### src/rtl/regfile_write_arbiter.sv
// regfile_write_arbiter: round-robin arbiter for the single register-file write port.
// Requester A (ALU/writeback) and B (load return); one registered write per cycle.
module regfile_write_arbiter #(
  parameter int DATA_W = 32,
  parameter int ADDR_W = 5
) (
  input  logic              clk,
  input  logic              rst_n,
  input  logic              req_a,
  input  logic [ADDR_W-1:0] addr_a,
  input  logic [DATA_W-1:0] data_a,
  input  logic              req_b,
  input  logic [ADDR_W-1:0] addr_b,
  input  logic [DATA_W-1:0] data_b,
  input  logic              freeze,
  output logic              ack_a,
  output logic              ack_b,
  output logic              we,
  output logic [ADDR_W-1:0] waddr,
  output logic [DATA_W-1:0] wdata
);

  typedef enum logic [1:0] {
    IDLE = 2'd0,
    WR_A = 2'd1,
    WR_B = 2'd2
  } state_t;

  state_t state_q, state_d;
  logic   last_b_q;
  logic   elig_a, elig_b;
  logic   gnt_a, gnt_b;

  logic              we_d;
  logic [ADDR_W-1:0] addr_d;
  logic [DATA_W-1:0] data_d;

  always_ff @(posedge clk or negedge rst_n) begin
    if (!rst_n) begin
      state_q  <= IDLE;
      last_b_q <= 1'b1;
    end else begin
      state_q <= state_d;
      if (gnt_a || gnt_b)
        last_b_q <= gnt_b;
    end
  end

  // Lockout on the last grant stops a held req being consumed twice.
  always_comb begin
    elig_a  = req_a && (state_q != WR_A) && !freeze;
    elig_b  = req_b && (state_q != WR_B) && !freeze;
    gnt_a   = elig_a && (!elig_b || last_b_q);
    gnt_b   = elig_b && !gnt_a;
    state_d = IDLE;
    unique case (1'b1)
      gnt_a:   state_d = WR_A;
      gnt_b:   state_d = WR_B;
      default: state_d = IDLE;
    endcase
  end

  always_comb begin
    addr_d = addr_a;
    data_d = data_a;
    if (gnt_b) begin
      addr_d = addr_b;
      data_d = data_b;
    end
    we_d = (gnt_a || gnt_b) && (addr_d != '0);
  end

  always_ff @(posedge clk or negedge rst_n) begin
    if (!rst_n) begin
      ack_a <= 1'b0;
      ack_b <= 1'b0;
      we    <= 1'b0;
      waddr <= '0;
      wdata <= '0;
    end else begin
      ack_a <= gnt_a;
      ack_b <= gnt_b;
      we    <= we_d;
      if (gnt_a || gnt_b) begin
        waddr <= addr_d;
        wdata <= data_d;
      end
    end
  end

endmodule
### config.mk
export PLATFORM = sky130hd
export DESIGN_NAME = regfile_write_arbiter
export DESIGN_NICKNAME = d
export VERILOG_FILES = /design/src/rtl/regfile_write_arbiter.sv
export SDC_FILE = /design/constraint.sdc
export NUM_CORES = 1
export LEC_CHECK = 0
export BUFFER_PORTS_ARGS = -buffer_cell sky130_fd_sc_hd__buf_2
export CAP_MARGIN = 20
export CORE_MARGIN = 10
export CORE_UTILIZATION = 42
export DETAILED_ROUTE_END_ITERATION = 8
export PLACE_DENSITY = 0.84
export SYNTH_ARGS = -nofsm -noshare
export SYNTH_HDL_FRONTEND = slang
export SYNTH_SLANG_ARGS = --single-unit
### constraint.sdc
create_clock -name clk -period 2.56 [get_ports clk]
set_clock_uncertainty 0.15 [all_clocks]
set_input_delay 0.512 -clock clk [delete_from_list [all_inputs] [get_ports clk]]
set_output_delay 0.512 -clock clk [all_outputs]
set_load 0.01 [all_outputs]
# == Word level (Yosys, flattened, before mapping) ==
# Index checks and enable logic that the tools add are counted.
# word_totals
regBits,43
input_bits,79
output_inout_bits,40
wordCells,25
# op_classes
n_eq_ne,2
muxes,3
n_reduce_logical,13
# op_table
op,n
$mux 32,1
$logic_and 1x1->1,7
$mux 5,1
$reduce_bool 5->1,1
$pmux 2 s2,1
$logic_not 1->1,3
$logic_or 1x1->1,2
$ne 2x1->1 const B,1
$ne 2x2->1 const B,1

# == Depth between registers and ports, before layout ==
# Gate-level depths: netlist of the first run.
# logic_depth
word_depth,11
ltp_mapped,6
mapped_depth_nobuf,4

# == Worst setup path before layout of the first run ==
# OpenSTA, ideal clock, no wires.
# synth_timing
path_type,input-to-reg
from,input req_a
to,register waddr[2]
setup_ns,0.125
t_arrival_ns,1.763
t_required_ns,2.285
path_slack_ns,0.522
stages,5
path_buffers,1
cell_sequence,a21bo_2 -> a211oi_4 -> buf_4 -> mux2_2 -> mux2_2
# synth_between
elab_chain_len,6
word_cells_on_any_way,7
cone_classes,mux: 1; reduce/logical: 6
# synth_rtl
item,line_no,text
"start, declared",9,"input logic req_a,"
$logic_and 1x1->1 (*) (2 in series),51,elig_a = req_a && (state_q != WR_A) && !freeze;
$logic_and 1x1->1 (*),53,gnt_a = elig_a && (!elig_b || last_b_q);
$logic_not 1->1,54,gnt_b = elig_b && !gnt_a;
$logic_and 1x1->1,54,
$mux 5 / $logic_or 1x1->1 (equally long branches),"66, 84",
"end signal, assigned",85,waddr <= addr_d;
"end, declared",19,"output logic [ADDR_W-1:0] waddr,"
# Every way passes the cells marked *; elsewhere a longest branch is shown, timed or not.
# A chain may end at the register's enable or synchronous reset.

# == Final worst setup path of the first run ==
# layout_timing
from,register state_q[1]
to,register wdata[28]
# layout_between
elab_chain_len,9
word_cells_on_any_way,13
cone_classes,eq/ne: 2; mux: 1; reduce/logical: 10
# layout_rtl
item,line_no,text
"start, declared",29,"state_t state_q, state_d;"
"start signal, assigned",43,state_q <= state_d;
$ne 2x2->1,52,elig_b = req_b && (state_q != WR_B) && !freeze;
$logic_and 1x1->1 (2 in series),52,
$logic_not 1->1,53,
$logic_or 1x1->1,53,
$logic_and 1x1->1,53,
$logic_not 1->1,54,
$logic_and 1x1->1,54,
$mux 32 / $logic_or 1x1->1 (equally long branches),"66, 84",
"end signal, assigned",86,wdata <= data_d;
"end, declared",20,output logic [DATA_W-1:0] wdata
# Parallel ways exist; a longest one is shown, timed or not.

==> impl_metrics.yaml, run 1 <==
setup_path:
  timing_worst_setup_path_type: "flip-flop to flip-flop"
  critical_path.cell_chain: "nand2b_1, a21o_1, and3_1, a221o_1"
  timing.critical_path.arrival_ps: 2020
  slowest_stage: "a21o_1"
  critical_path_peak_fanout: 33
  critical_path_required_ps: 2580
  slowest_stage_delay_on_critical_path_ps: 480
  startpoint_class_of_the_critical_path: "flip-flop"
  critPathCaptureType: "flip-flop"
global_route:
  grt_max_degree: 35
  grt_antenna_before_repair: 0
  first_global_vias: 1900
  grt_first_pass_wirelength_um: 9432
  grt.overflow.total: 0
  grt_util_all_layers_pct: 15.18
clock_network:
  postCtsSetupRepairBufs: 0
  clkSlewWorstSetupHoldPaths_ps: 80
  cts-resized-gates: 0
  tritoncts: "yes"
  cts.hold.buffers_added: 0
  cts-buffers-inserted: 5
  cts.path.max_buffers: 2
  root_buffer: "clkbuf_8"
  cts_htree_levels: 2
  worstSkewPairLatency_ps: 280
  cts.sink_count: 42
detailed_routing:
  totalWireLength_um: 6037
  initial_drt_markers: 117
  drc: 0
  vias: 1778
  drt-wirelength-per-cell_um: 18.69
  routed_via_density: 5.505
  drt.antenna.violating_nets: 0
  drt_pre_antenna_iters: 4
die:
  ioPinCount: 119
  row_count: 24
  starting_utilization_of_the_core_area_pct: 43.75
  chipWidth_um: 87.58
  fp.coreArea_um2: 4384
  fp.dieH_um: 87.58
  fp.dieArea_um2: 7670
sta:
  hold_slack_ps: 47.18
  tns_ps: 0
  hold_violations: 0
  setup_repair_after_global_routing_missed_its_margin: "false"
  timing.final.crit_share_pct: 78.34
  max_slew_margin_pct: 41.32
  timing.fmax_ghz: 0.4986
  post-route-min-period_ps: 2005
  setup_viol: 0
  worstMarginPinSlew_ps: 880.2
  drv_slew: 0
yosys:
  syn_area_per_cell_um2: 12.62
  ys.warnings.count: 0
  synth_area_leaders: "dfrtp_1 (53%), a221o_1 (17%), and3_1 (10%)"
  synth.yosys.seq_area_share_pct: 54.86
  syn-instance-count: 152
  synth_largest_area_cell: "dfrtp_1"
  ys_seq_elements: 42
  netlist_area_um2: 1918
  post_synth_num_cell_types: 26
  mappedNetlistNets: 231
  yosys.area.top_type_share_pct: 53.49
power_and_ir_drop:
  irDropWorstVdd_v: 0.0002874
  power_density_nw_per_um2: 720.6
  power.net_switching_mw: 0.5570
  sequential_share_of_power_pct: 45.6
  cellInternalPower_mw: 1.357
  finalPower_mw: 1.914
  pwr-share-comb_pct: 28.1
  proportion_of_total_power_due_to_net_switching_pct: 29.10
  total_leakage_power_nw: 1.473
  power.share.clock_pct: 26.3
final_layout:
  drive_above_1_share_pct: 53.51
  area.growth.synth_to_final_pct: 38.49
  final_nets: 349
  finalCoreUtilization_pct: 60.59
  antenna_cells: 0
placement:
  gp_congestion: 0.7413
  place.port_buffers: 118
  dpl.hpwl_um: 4582
job:
  cap_viol_max_count: 0
hold_path:
  kind_of_path_behind_the_tightest_hold_check: "input port to async pin"
status:
  run_status: "completed"
-- Yosys cell counts --
cell and instances:
a211o_1 1, nor2b_1 2, nand2b_1 3, a211oi_4 1, o31ai_1 1, a221o_1 32, a211oi_1 1, inv_1 1
buf_6 2, buf_4 2, nand2_1 2, and2_1 1, mux2_2 10, buf_2 3, a21bo_2 1, a21o_1 1
clkbuf_1 7, and3b_1 1, a21oi_1 1, nor2_1 1, nor3_1 2, and3_1 32, a311oi_1 1, dfrtp_1 41
or4_1 1, dfstp_2 1
-- power groups by stage --
stage | sequential [mW] | clock [mW] | combinational, mW
3_5_place_dp | 0.881 | 0 | 0.547
6_report | 0.872 | 0.503 | 0.538
5_1_grt | 0.887 | 0.551 | 0.587
2_1_floorplan | 0.940 | 0 | 0.224
4_1_cts | 0.871 | 0.521 | 0.549
3_3_place_gp | 0.877 | 0 | 0.536
-- through the flow --
step | cells | area [um2] | worst slack [ps]
2_1_floorplan | 152 | 1918 | 522.0
3_3_place_gp | 315 | 2550 | 359.7
3_5_place_dp | 315 | 2550 | 308.3
4_1_cts | 323 | 2656 | 537.3
5_1_grt | 323 | 2656 | 378.6
6_report | 323 | 2656 | 554.6
-- metal layers --
metal / part of all wire, % / GRT usage [%] / routed length (um) / vias to the layer above
met1: 41 / 18.96 / 2482 / 848
met3: 9.8 / 6.128 / 589 / 6
li1: - / - / - / 839
met2: 49 / 24.27 / 2930 / 85
met4: 0.56 / 3.043 / 34 / 0
met5: 0 / 0 / 0 / -
-- worst max-delay path, delay by kind of cell, from the launching register on --
family,cells,cell delay [ps]
AND/OR/NAND/NOR,2,550
flip-flops,1,420
AO/OA/AOI/OAI,2,750
-- state kept, by name (all words and copies together), names as in the netlist --
register / count
state_q: 2
wdata: 32
we: 1
ack_b: 1
waddr: 5
last_b_q: 1
-- cell type report --
cell class | instances | area, um2
Clock buffer | 7 | 76.32
Clock inverter | 1 | 30.03
Fill cell | 389 | 1728
Inverter | 1 | 3.754
Multi-Input combinational cell | 95 | 785.8
Sequential cell | 42 | 1052
Tap cell | 52 | 65.06
Timing Repair Buffer | 125 | 643.1
-- cell usage in the layout, fill, tap and decap left out, drive strengths merged, types with 2 or more instances in the layout --
cell type    n
buf        125
dfrtp       41
and3        32
a221o       32
mux2        10
clkbuf       7
nand2b       3
nor3         2
nand2        2
nor2b        2
a211oi       2
-- final timing paths --
kind	start	to	slack [ps]	depth (start not counted)
max in group asynchronous	rst_n	last_b_q$_DFFE_PN1P_	1930	2
min in group clk	data_b[10]	wdata[10]$_DFFE_PN0P_	300	2
hold / removal	rst_n	wdata[12]$_DFFE_PN0P_	50	2
hold reg to reg	wdata[23]$_DFFE_PN0P_	wdata[23]$_DFFE_PN0P_	360	1
setup / recovery	state_q[1]$_DFF_PN0_	wdata[28]$_DFFE_PN0P_	550	4
setup reg to reg	state_q[1]$_DFF_PN0_	wdata[28]$_DFFE_PN0P_	550	4
-- cells by family (layout without fill, tap and decap cells) --
group	after synthesis	after routing	share of synthesized area, %
AND/OR/NAND/NOR	45	45	14.35
flip-flops	42	42	54.86
multiplexers	10	10	5.871
AO/OA/AOI/OAI	40	40	20.61
buffers and inverters	15	134	4.305
(Power assumes the default switching activity.)
==> run 2, diff against run 1 <==
==> constraint.sdc (replaced) <==
create_clock -name clk -period 1.9 [get_ports clk]
set_clock_uncertainty 0.15 [all_clocks]
set_input_delay 0.38 -clock clk [delete_from_list [all_inputs] [get_ports clk]]
set_output_delay 0.38 -clock clk [all_outputs]
set_load 0.01 [all_outputs]
==> run 2 against run 1 <==
Against the previous run: count of clock-buffer cells in the layout unchanged; flip-flop and latch count unchanged; global-route usage down 0.096 points; critical path depth is 1 higher; sequential share of layout area is 1.2 points lower; non-clock buffer count up 7; highest routed layer unchanged; critical path type unchanged; via count rose by 0.56%; worst setup slack got worse by 500 ps.
==> impl_metrics.yaml, run 2 (synthesis gave the netlist of run 1 again) <==
detailed_routing:
  routed_via_density: 5.435
  initial_drt_markers: 62
  drc: 0
  drt-wirelength-per-cell_um: 18.64
  drt.antenna.violating_nets: 0
  drt_pre_antenna_iters: 4
  vias: 1788
  totalWireLength_um: 6134
setup_path:
  critical_path_cell_count: 5
  slowest_stage: "dfstp_2"
  critPathCaptureType: "flip-flop"
  timing.critical_path.arrival_ps: 1870
  startpoint_class_of_the_critical_path: "flip-flop"
  worst_reg_to_reg_cells: 5
  cpLargestDelayFamily: "multiplexers"
  timing_worst_setup_path_type: "flip-flop to flip-flop"
  slowest_stage_delay_on_critical_path_ps: 390
  critical_path_peak_fanout: 8
  critical_path_required_ps: 1920
  timing.critical_path.buf_inv: 1
  critical_path.cell_chain: "a21bo_4, a211oi_4, buf_6, mux2_4, mux2_2"
status:
  run_status: "completed"
final_layout:
  multi_input_logic_area_um2: 812.0
  antenna_cells: 0
  largest-register: "wdata"
  sequential_cell_area_um2: 1052
  top_registers: "wdata: 32 flops, waddr: 5 flops, state_q: 2 flops"
  layout_common_cells: "buf_2 (118), dfrtp_1 (41), and3_1 (32), a221o_1 (32), buf_4 (9)"
  area.growth.synth_to_final_pct: 42.86
  finalCoreUtilization_pct: 62.50
  layout_commonest_cell: "buf_2"
  final_nets: 356
  largest_register_ffs: 32
  fillerInstances: 369
  fin_cells: 329
  drive_above_1_share_pct: 54.51
sta:
  tns_ps: 0
  max_slew_margin_pct: 66.86
  setup_repair_after_global_routing_missed_its_margin: "true"
  timing.final.crit_share_pct: 97.31
  drv_slew: 0
  worstMarginPinSlew_ps: 497.2
  hold_violations: 0
  hold_slack_ps: 168.9
  setup_viol: 0
  timing.fmax_ghz: 0.5409
  post-route-min-period_ps: 1849
clock_network:
  cts.sink_count: 42
  root_buffer: "clkbuf_8"
  postCtsSetupRepairBufs: 0
  worstSkewPairLatency_ps: 290
  cts-buffers-inserted: 5
  clkSlewWorstSetupHoldPaths_ps: 70
  cts.path.max_buffers: 2
  cts_htree_levels: 2
  tritoncts: "yes"
placement:
  gp_congestion: 0.8596
  dp_cells: 321
  dpl.hpwl_um: 4772
  place.port_buffers: 118
hold_path:
  min_delay_path_depth: 2
  kind_of_path_behind_the_tightest_hold_check: "input port to flip-flop"
die:
  starting_utilization_of_the_core_area_pct: 43.75
  fp.coreArea_um2: 4384
  fp.dieH_um: 87.58
  row_count: 24
  fp.dieArea_um2: 7670
  chipWidth_um: 87.58
  ioPinCount: 119
global_route:
  first_global_vias: 1931
  grt_max_degree: 23
  grt_first_pass_wirelength_um: 9308
  grt.overflow.total: 0
  grt_antenna_before_repair: 0
  grt_util_all_layers_pct: 15.09
power_and_ir_drop:
  power_density_nw_per_um2: 902.4
  total_leakage_power_nw: 1.523
  irDropWorstVdd_v: 0.0004056
job:
  cap_viol_max_count: 0
run 2: changes by cell type in the layout (fill, tap and decap cells not counted), sizes merged:
cell / change
buf: +6
bufinv: -1
dlygate4sd3: +1
run 2: worst paths after layout:
| check | startpoint | endpoint | slack, ps |
|---|---|---|---|
| worst max-delay path | last_b_q$_DFFE_PN1P_ | waddr[0]$_DFFE_PN0P_ | 50 |
| worst min-delay path | data_b[31] | wdata[31]$_DFFE_PN0P_ | 170 |
| worst max register to register | last_b_q$_DFFE_PN1P_ | waddr[0]$_DFFE_PN0P_ | 50 |
| worst min register to register | last_b_q$_DFFE_PN1P_ | last_b_q$_DFFE_PN1P_ | 350 |
| max in group asynchronous | rst_n | last_b_q$_DFFE_PN1P_ | 570 |
| min in group asynchronous | rst_n | wdata[16]$_DFFE_PN0P_ | 460 |
run 2: where the power goes:
| part | switching, mW | internal [mW] |
|---|---|---|
| logic | 0.371 | 0.398 |
| registers | 0.101 | 1.08 |
| clock network | 0.275 | 0.253 |
| total | 0.747 | 1.73 |
run 2: timing repair:
item | CTS | global route
hold buffers | 1 | 0
gates resized for setup | 1 | 5
endpoints found under the setup margin | 2 | 14
endpoints found under the hold margin | 20 | 0
pin swaps | 0 | 1
run 2: per-layer routing:
| layer | vias to the layer above | wire length [um] | global-route usage [%] |
|---|---|---|---|
| li1 | 853 | - | - |
| met1 | 854 | 2385 | 17.27 |
| met2 | 69 | 3043 | 24.74 |
| met3 | 12 | 595 | 7.057 |
| met4 | 0 | 110 | 4.203 |
| met5 | - | 0 | 0 |
run 2: final cells by class:
| cell class | count | share of cell area [%] |
|---|---|---|
| flip-flops and latches | 42 | 38.40 |
| clock buffers | 7 | 2.785 |
| inverters | 1 | 0.1370 |
| well taps | 52 | 2.374 |
| multi-input cells | 95 | 29.63 |
| repair buffers | 132 | 26.67 |
run 2: per-stage QoR:
step / worst slack [ps] / cell area [um2] / power (mW)
3_5_place_dp: -126.1 / 2634 / 1.963
6_report: 51.17 / 2740 / 2.473
3_3_place_gp: -74.58 / 2634 / 1.936
4_1_cts: 12.10 / 2724 / 2.500
5_1_grt: -14.98 / 2740 / 2.620
2_1_floorplan: -14.35 / 1936 / 1.576
run 2: worst register-to-register path, delay by kind of cell (launching register included):
family                 cells  cell delay, ps
flip-flops                 1             390
AO/OA/AOI/OAI              2             450
buffers and inverters      1             180
multiplexers               2             570
==> run 3, diff against run 2 <==
--- a/config.mk
+++ b/config.mk
@@ -8,9 +8,9 @@
 export BUFFER_PORTS_ARGS = -buffer_cell sky130_fd_sc_hd__buf_2
 export CAP_MARGIN = 20
 export CORE_MARGIN = 10
-export CORE_UTILIZATION = 42
+export CORE_UTILIZATION = 45
 export DETAILED_ROUTE_END_ITERATION = 8
-export PLACE_DENSITY = 0.84
+export PLACE_DENSITY = 0.89
 export SYNTH_ARGS = -nofsm -noshare
 export SYNTH_HDL_FRONTEND = slang
 export SYNTH_SLANG_ARGS = --single-unit
==> constraint.sdc (replaced) <==
create_clock -name clk -period 2.2 [get_ports clk]
set_clock_uncertainty 0.15 [all_clocks]
set_input_delay 0.44 -clock clk [delete_from_list [all_inputs] [get_ports clk]]
set_output_delay 0.44 -clock clk [all_outputs]
set_load 0.01 [all_outputs]
==> run 3 against run 2 <==
Against the previous run: critical path depth decreased by 1; flip-flop and latch count unchanged; worst setup slack improved by 140 ps; total power decreased by 13%; maximum frequency decreased by 8.1%; largest power group unchanged.
==> impl_metrics.yaml, run 3 (synthesis gave the netlist of run 1 again) <==
hold_path:
  kind_of_path_behind_the_tightest_hold_check: "input port to async pin"
die:
  fp.dieArea_um2: 7274
  fp.coreArea_um2: 4058
  ioPinCount: 119
  starting_utilization_of_the_core_area_pct: 47.27
  fp.dieH_um: 85.29
  chipWidth_um: 85.29
  row_count: 23
clock_network:
  clkSlewWorstSetupHoldPaths_ps: 80
  tritoncts: "yes"
  cts.hold.buffers_added: 0
  postCtsSetupRepairBufs: 0
  worstSkewPairLatency_ps: 290
  cts-resized-gates: 0
  cts-buffers-inserted: 5
  root_buffer: "clkbuf_8"
  cts_htree_levels: 2
  cts.path.max_buffers: 2
  cts.sink_count: 42
sta:
  tns_ps: 0
  setup_repair_after_global_routing_missed_its_margin: "false"
  setup_viol: 0
  max_slew_margin_pct: 65.65
  worstMarginPinSlew_ps: 515.2
  timing.final.crit_share_pct: 91.41
  hold_violations: 0
  drv_slew: 0
  post-route-min-period_ps: 2011
  timing.fmax_ghz: 0.4972
final_layout:
  antenna_cells: 0
  fin_cells: 321
  largest-register: "wdata"
  area.growth.synth_to_final_pct: 37.77
  final_nets: 349
  largest_register_ffs: 32
  layout_common_cells: "buf_2 (118), dfrtp_1 (41), and3_1 (32), a221o_1 (32), mux2_2 (10)"
  layout_commonest_cell: "buf_2"
  finalCoreUtilization_pct: 65.12
  top_registers: "wdata: 32 flops, waddr: 5 flops, state_q: 2 flops"
  drive_above_1_share_pct: 54.24
power_and_ir_drop:
  power.net_switching_mw: 0.6660
  power.share.clock_pct: 23.9
  proportion_of_total_power_due_to_net_switching_pct: 30.81
  irDropWorstVdd_v: 0.0004421
  sequential_share_of_power_pct: 47.0
  total_leakage_power_nw: 1.467
  pwr-share-comb_pct: 29.2
  cellInternalPower_mw: 1.495
  power_density_nw_per_um2: 817.9
detailed_routing:
  totalWireLength_um: 6020
  vias: 1810
  drt_pre_antenna_iters: 4
  drt-wirelength-per-cell_um: 18.75
  routed_via_density: 5.639
  drt.antenna.violating_nets: 0
  initial_drt_markers: 101
  drc: 0
placement:
  dp_cells: 313
  dpl.hpwl_um: 4536
  place.port_buffers: 118
  gp_congestion: 0.7508
setup_path:
  worst-r2r-setup-slack_ps: 190
  slowest_stage: "a211oi_4"
  critical_path_required_ps: 2230
  worstSetupStartpoint: "state_q[0]$_DFF_PN0_"
  critPathCaptureType: "flip-flop"
  timing_worst_setup_path_type: "flip-flop to flip-flop"
  startpoint_class_of_the_critical_path: "flip-flop"
  critical_path.cell_chain: "a21bo_2, a211oi_4, mux2_2, mux2_2"
  cp-endpoint: "waddr[4]$_DFFE_PN0P_"
  cpMostUsedCell: "mux2_2"
  critical_path_peak_fanout: 9
  worst_reg_to_reg_cells: 4
  reg2reg_capture_point: "waddr[4]$_DFFE_PN0P_"
  timing.critical_path.arrival_ps: 2040
  r2r-start: "state_q[0]$_DFF_PN0_"
  slowest_stage_delay_on_critical_path_ps: 450
global_route:
  first_global_vias: 1949
  met3_usage_pct: 7.457
  use_met2_pct: 24.59
  grt_max_degree: 43
  grt_util_all_layers_pct: 15.94
  grt.met1_usage_pct: 18.85
  grt.overflow.total: 0
  grt_antenna_before_repair: 0
  layer_with_the_highest_usage_after_global_routing: "met2"
  grt_first_pass_wirelength_um: 9639
status:
  run_status: "completed"
job:
  cap_viol_max_count: 0
## run 3: cell types whose count changed in the layout (fill, tap and decap cells not counted), sizes merged
cell         before  now
buf             131  125
clkinvlp          0    1
clkinv            0    1
clkbuf            7    6
dlygate4sd3       1    0
## run 3: how the worst min path moves through the flow
stage | slack (ps) | endpoint | cells past startpoint
6_report | 50 | wdata[10]$_DFFE_PN0P_ | 2
5_1_grt | 100 | wdata[3]$_DFFE_PN0P_ | 2
4_1_cts | 70 | wdata[10]$_DFFE_PN0P_ | 2
3_5_place_dp | 340 | wdata[18]$_DFFE_PN0P_ | 1
3_3_place_gp | 340 | last_b_q$_DFFE_PN1P_ | 2
2_1_floorplan | -6 | ack_b$_DFF_PN0_ | 0
## run 3: power by group through the flow
stage / combinational, mW / sequential, mW / clock [mW]
final: 0.630 / 1.01 / 0.516
after global routing: 0.694 / 1.04 / 0.561
after CTS: 0.642 / 1.01 / 0.530
after detailed placement: 0.642 / 1.02 / 0
after global placement: 0.625 / 1.02 / 0
after floorplan: 0.260 / 1.09 / 0
## run 3: stage by stage
step / setup WS (ps) / area, um2 / power [mW] / hold WS (ps)
after floorplan: 205.8 / 1918 / 1.354 / -5.591
after global placement: 82.83 / 2547 / 1.646 / 337.4
after detailed placement: 32.28 / 2547 / 1.667 / 338.3
after CTS: 184.9 / 2643 / 2.186 / 68.87
after global routing: 81.35 / 2643 / 2.292 / 96.42
final: 188.9 / 2643 / 2.161 / 49.08
## run 3: final cells by class
type                            count  area [um2]
Fill cell                         340        1415
Sequential cell                    42        1052
Multi-Input combinational cell     95       785.8
Timing Repair Buffer              125       643.1
Clock buffer                        6       82.58
Tap cell                           50       62.56
Clock inverter                      2       12.51
Inverter                            1       3.754
## run 3: worst max-delay path: cells and delay by family, from the launching register on
family             cells  cell delay [ps]
DFF                    1              390
muxes                  2              650
AOI/OAI and AO/OA      2              710
## run 3: per-layer routing
| metal | vias to the layer above | share of wire (%) | routed length, um |
|---|---|---|---|
| li1 | 840 | - | - |
| met1 | 862 | 41 | 2452 |
| met2 | 95 | 46 | 2756 |
| met3 | 13 | 11 | 686 |
| met4 | 0 | 2.1 | 125 |
| met5 | - | 0 | 0 |
